--- config.mk ---
export PLATFORM = sky130hd
export DESIGN_NAME = multicycle_controller
export DESIGN_NICKNAME = d
export VERILOG_FILES = /design/src/rtl/ctrl_pkg.sv /design/src/rtl/mem_wait_timer.sv /design/src/rtl/multicycle_controller.sv
export SDC_FILE = /design/constraint.sdc
export NUM_CORES = 1
export LEC_CHECK = 0
export CORE_MARGIN = 10
export CORE_UTILIZATION = 50
export CTS_BUF_LIST = sky130_fd_sc_hd__clkbuf_2
export CTS_CLUSTER_SIZE = 20
export DETAILED_ROUTE_END_ITERATION = 7
export MAX_ROUTING_LAYER = met4
export PLACE_DENSITY = 0.92
export SETUP_SLACK_MARGIN = 0.4
export SLEW_MARGIN = 10
export SYNTH_ARGS = -nofsm -noshare
export SYNTH_HDL_FRONTEND = slang
export SYNTH_HIERARCHICAL = 1
export SYNTH_SLANG_ARGS = --single-unit
--- constraint.sdc ---
create_clock -name clk -period 5.61 [get_ports clk]
set_clock_uncertainty 0.15 [all_clocks]
set_input_delay 1.122 -clock clk [delete_from_list [all_inputs] [get_ports clk]]
set_output_delay 1.122 -clock clk [all_outputs]
set_load 0.005 [all_outputs]
--- src/rtl/ctrl_pkg.sv ---
// Shared definitions for the multicycle accumulator-CPU controller:
// state encodings, opcode constants and the decode helper.
package ctrl_pkg;

  typedef enum logic [2:0] {
    IDLE   = 3'd0,
    FETCH  = 3'd1,
    DECODE = 3'd2,
    EXEC   = 3'd3,
    MEM    = 3'd4,
    WB     = 3'd5,
    HALT   = 3'd6,
    FAULT  = 3'd7
  } state_t;

  localparam logic [2:0] OP_LDR = 3'b000;
  localparam logic [2:0] OP_STR = 3'b001;
  localparam logic [2:0] OP_ADD = 3'b010;
  localparam logic [2:0] OP_SUB = 3'b011;
  localparam logic [2:0] OP_JMP = 3'b100;
  localparam logic [2:0] OP_JEZ = 3'b101;
  localparam logic [2:0] OP_SWP = 3'b110;
  localparam logic [2:0] OP_HLT = 3'b111;

  function automatic logic is_mem_op(input logic [2:0] op);
    return (op == OP_LDR) || (op == OP_STR);
  endfunction

endpackage

--- src/rtl/mem_wait_timer.sv ---
// Wait-state counter for the memory handshake; expired is high once the
// counter has reached TIMEOUT, and the counter never runs past it.
module mem_wait_timer #(
  parameter int TIMEOUT = 15,
  parameter int CNT_W   = 4
) (
  input  logic clk,
  input  logic rst_n,
  input  logic clr,
  input  logic en,
  output logic expired
);

  logic [CNT_W-1:0] cnt;

  always_ff @(posedge clk or negedge rst_n) begin
    if (!rst_n) begin
      cnt <= '0;
    end else if (clr) begin
      cnt <= '0;
    end else if (en && !expired) begin
      cnt <= cnt + 1'b1;
    end
  end

  assign expired = (cnt == CNT_W'(TIMEOUT));

endmodule

--- src/rtl/multicycle_controller.sv ---
// Multicycle controller: fetch/decode/execute/memory/writeback sequencing with a
// req/ack memory handshake, wait-state timeout, HALT and sticky FAULT states.
module multicycle_controller
  import ctrl_pkg::*;
#(
  parameter int OPCODE_W = 3,
  parameter int TIMEOUT  = 15,
  parameter int CNT_W    = 4
) (
  input  logic                clk,
  input  logic                rst_n,
  input  logic                start,
  input  logic [OPCODE_W-1:0] opcode,
  input  logic                zero,
  input  logic                mem_ack,
  output logic                mem_req,
  output logic                rd_mem,
  output logic                wr_mem,
  output logic                ir_load,
  output logic                enPC,
  output logic                pc_src,
  output logic                ld_r0,
  output logic                r0_src,
  output logic                add,
  output logic                sub,
  output logic                swap_reg,
  output logic                busy,
  output logic                fault,
  output logic [2:0]          state_o
);

  state_t              state;
  logic [OPCODE_W-1:0] op_q;
  logic [2:0]          op3;
  logic                illegal;
  logic                waiting;
  logic                expired;

  assign op3     = op_q[2:0];
  assign illegal = |(op_q >> 3);
  assign waiting = (state == FETCH) || (state == MEM);

  // Counter is zero on every entry to FETCH/MEM: it is held clear outside the
  // wait states and cleared on the ack cycle (STR goes MEM -> FETCH directly).
  mem_wait_timer #(
    .TIMEOUT (TIMEOUT),
    .CNT_W   (CNT_W)
  ) u_timer (
    .clk     (clk),
    .rst_n   (rst_n),
    .clr     (!waiting || mem_ack),
    .en      (waiting && !mem_ack),
    .expired (expired)
  );

  always_ff @(posedge clk or negedge rst_n) begin
    if (!rst_n) begin
      state <= IDLE;
      op_q  <= '0;
    end else begin
      case (state)
        IDLE, HALT, FAULT: if (start) state <= FETCH;
        FETCH: begin
          if (mem_ack) begin
            op_q  <= opcode;
            state <= DECODE;
          end else if (expired) begin
            state <= FAULT;
          end
        end
        DECODE: begin
          if (illegal)             state <= FAULT;
          else if (is_mem_op(op3)) state <= MEM;
          else if (op3 == OP_HLT)  state <= HALT;
          else                     state <= EXEC;
        end
        EXEC: state <= FETCH;
        // An ack on the last allowed wait cycle still completes normally.
        MEM: begin
          if (mem_ack)      state <= (op3 == OP_LDR) ? WB : FETCH;
          else if (expired) state <= FAULT;
        end
        WB:      state <= FETCH;
        default: state <= IDLE;
      endcase
    end
  end

  always_comb begin
    mem_req  = 1'b0;
    rd_mem   = 1'b0;
    wr_mem   = 1'b0;
    ir_load  = 1'b0;
    enPC     = 1'b0;
    pc_src   = 1'b0;
    ld_r0    = 1'b0;
    r0_src   = 1'b0;
    add      = 1'b0;
    sub      = 1'b0;
    swap_reg = 1'b0;
    case (state)
      FETCH: begin
        mem_req = 1'b1;
        rd_mem  = 1'b1;
        ir_load = mem_ack;
      end
      EXEC: begin
        enPC = 1'b1;
        case (op3)
          OP_ADD: begin add = 1'b1; ld_r0 = 1'b1; end
          OP_SUB: begin sub = 1'b1; ld_r0 = 1'b1; end
          OP_JMP: pc_src = 1'b1;
          OP_JEZ: pc_src = zero;
          OP_SWP: swap_reg = 1'b1;
          default: ;
        endcase
      end
      MEM: begin
        mem_req = 1'b1;
        rd_mem  = (op3 == OP_LDR);
        wr_mem  = (op3 == OP_STR);
        enPC    = (op3 == OP_STR) && mem_ack;
      end
      WB: begin
        ld_r0  = 1'b1;
        r0_src = 1'b1;
        enPC   = 1'b1;
      end
      default: ;
    endcase
  end

  assign busy    = (state != IDLE) && (state != HALT) && (state != FAULT);
  assign fault   = (state == FAULT);
  assign state_o = state;

endmodule

==> impl_metrics.ini <==
[sta]
fmax_ghz = 0.256
slew_headroom_pct = 67.1
rsz0062_at_grt = false
drv_slew = 0
fin_tns_setup_ns = 0
finalHoldViolCount = 0
worst_pin_slew_ns = 0.494
period_needed_ns = 3.91
layout_setup_ws_ns = 1.70
period_share_pct = 69.8
setup-violations-final = 0

[grt]
grt-ovfl-total = 0
antenna_found_initial = 0
grt_max_degree = 18
grt_pass1_wl_mm = 3.00
gr-usage-all-layers_pct = 11.0
grt_pass1_vias = 663

[synthesis]
ys_seq_area_share_pct = 33.5
syn-cell-area_um2 = 747
yosysWarnings = 6
synthMuxAreaShare_pct = 7.87
synthAdderAreaFrac_pct = 1.68
synthArstFlopShare_pct = 100
synth-simple-area-share_pct = 41.2
synth_cell_types = 38
synth_top_family_by_area = simple AND/OR/NAND/NOR gates
synth_compound_area_share_pct = 12.4
ys_seq_elements = 10
synth_cells = 80
synth_nets = 89
syn_avg_cell_area_um2 = 9.34
synth-xor-area-share_pct = 0
synth_edf_count = 0
synth_ff_type = dfrtp_1

[clock_network]
post-cts-setup-buffer-count = 0
cts_hold_buf = 0
clkTransAtPathRegs_ns = 0.09
tritoncts = done
cts-root-buf = clkbuf_2
htreeDepth = 1
cts_num_sinks = 10
cts_buffer_depth = 2
cts_resized = 0
numCtsBuffers = 3
insertion_delay_ns = 0.24

[critical_path]
regToRegStartpoint = state_o[2]
cp.arrival_ns = 2.64
cp-end-kind = primary output
critPathMaxFanout = 9
worstPathRequired_ns = 4.34
reg2reg_slack_ns = 3.48
critPathLaunch = mem_ack
start_kind = primary input
path_class = in2out

[placement]
hpwl_mm = 1.48
preCtsSetupSlack_ns = 1.70
dp.cells = 115
placed_area_um2 = 978
port_buffers = 23
gp_congestion = 0.760

[floorplanning]
io_pins = 24
die_h_um = 58.7
die_w_um = 58.7
coreArea_mm2 = 0.00135
start_util_pct = 55.3
row_count = 13
die-area_mm2 = 0.00344

[detailed_routing]
drt_iter0_drc = 18
drt_pass1_iterations = 4
vias = 704
ant_nets = 0
via_per_inst = 5.92
wl_mm = 1.81
wl_per_cell_um = 15.2
drc = 0

[layout]
fillers = 110
diodes = 0
area_growth_pct = 33.5
nNetsFinal = 114
layout-drive-gt1-share_pct = 9.62
final_util_pct = 73.9
design_area_um2 = 997
stdcell_count = 119

[power]
ir_drop_v = 0.000248
p_leak_nw = 0.389
powerDensity_mw_per_mm2 = 439

[hold_path]
hp-class = reg2reg
min-delay-start = u_timer/cnt[1]

[job]
drv_cap = 0

[status]
outcome = finished, final reports clean
sequential cells by signal (all words and copies together), names as in the netlist:
name,flops
op3,3
state_o,3
u_timer/cnt,4
synthesized netlist by cell type (3+ instances only):
master / count / area (µm²)
dfrtp_1: 10 / 250
mux2_1: 3 / 33.8
nor2_1: 6 / 22.5
a21oi_1: 6 / 30.0
nand2b_1: 8 / 50.1
nor3_1: 6 / 30.0
placed cells by master (no fill, tap or decap):
| cell | synthesis | routed |
|---|---|---|
| clkinv_1 | 0 | 1 |
| and3_4 | 1 | 1 |
| o21ai_1 | 1 | 1 |
| nor4b_2 | 1 | 1 |
| o22ai_1 | 1 | 1 |
| clkbuf_2 | 0 | 3 |
| o211ai_1 | 1 | 1 |
| nand2b_1 | 8 | 8 |
| clkdlybuf4s50_1 | 0 | 23 |
| nor2b_1 | 2 | 2 |
| nand2_1 | 2 | 2 |
| mux2i_1 | 1 | 1 |
| inv_1 | 2 | 2 |
| and4b_2 | 1 | 1 |
| nand3_1 | 1 | 1 |
| nor3_1 | 6 | 6 |
| o21ai_0 | 1 | 1 |
| nand3b_1 | 2 | 2 |
| nand4_1 | 2 | 2 |
| ha_1 | 1 | 1 |
| or3_1 | 2 | 2 |
| a221o_1 | 1 | 1 |
| nor2b_4 | 1 | 1 |
| or3b_1 | 1 | 1 |
| nor3b_4 | 1 | 1 |
| o311ai_1 | 1 | 1 |
| mux2_1 | 3 | 3 |
| nand2b_4 | 1 | 1 |
| nor2_1 | 6 | 6 |
| or4b_1 | 1 | 1 |
| mux2_4 | 1 | 1 |
| dfrtp_1 | 10 | 10 |
| o21a_1 | 1 | 1 |
| and3_1 | 2 | 2 |
| a31oi_1 | 2 | 2 |
| a21oi_1 | 6 | 6 |
| nor3b_1 | 1 | 1 |
| nand4bb_1 | 1 | 1 |
| or2_0 | 1 | 1 |
worst max-delay path, stage by stage:
cell             delay (ns)
clkdlybuf4s50_1        0.60
nor3b_4                0.35
clkdlybuf4s50_1        0.56
area by class of cell:
class	count	area (µm²)	share of cell area, %
multi-input combinational	65	472	47.3
sequential	10	250	25.1
timing repair buffer	23	230	23.1
tap	15	18.8	1.88
clock buffer	3	15.0	1.51
inverter	2	7.51	0.753
clock inverter	1	3.75	0.376
cell families (layout without fill, tap and decap cells):
kind of cell / count (synthesis) / in the layout
muxes: 5 / 5
and+or+nand+nor: 44 / 44
DFF: 10 / 10
AOI/OAI and AO/OA: 15 / 15
adders and majority gates: 1 / 1
buffers and inverters: 5 / 29
through the flow:
stage	hold WS, ns	power (mW)
detailed placement	0.422	0.403
CTS	0.438	0.443
floorplan	0.385	0.284
global route	0.470	0.475
finish	0.434	0.438
global placement	0.409	0.393
final timing paths:
kind	end	cells past startpoint
worst max register to register	u_timer/cnt[0]	5
max in group asynchronous	state_o[1]	1
worst min register to register	u_timer/cnt[1]	2
min in group asynchronous	u_timer/cnt[3]	1
worst min-delay path	u_timer/cnt[1]	2
worst max-delay path	ir_load	3
report_power, final:
part | internal [mW] | total [mW] | switching [mW]
combinational | 0.145 | 0.248 | 0.102
clock | 0.0155 | 0.0386 | 0.0231
sequential | 0.0937 | 0.151 | 0.0576
total | 0.255 | 0.438 | 0.183
routing by layer:
metal / track usage, % / vias to the layer above / wire length [µm]
met1: 12.2 / 335 / 767
met2: 17.9 / 18 / 910
met5: - / - / 0
li1: - / 349 / -
met4: 2.95 / 0 / 6
met3: 4.51 / 2 / 121
(Power assumes the default switching activity.)
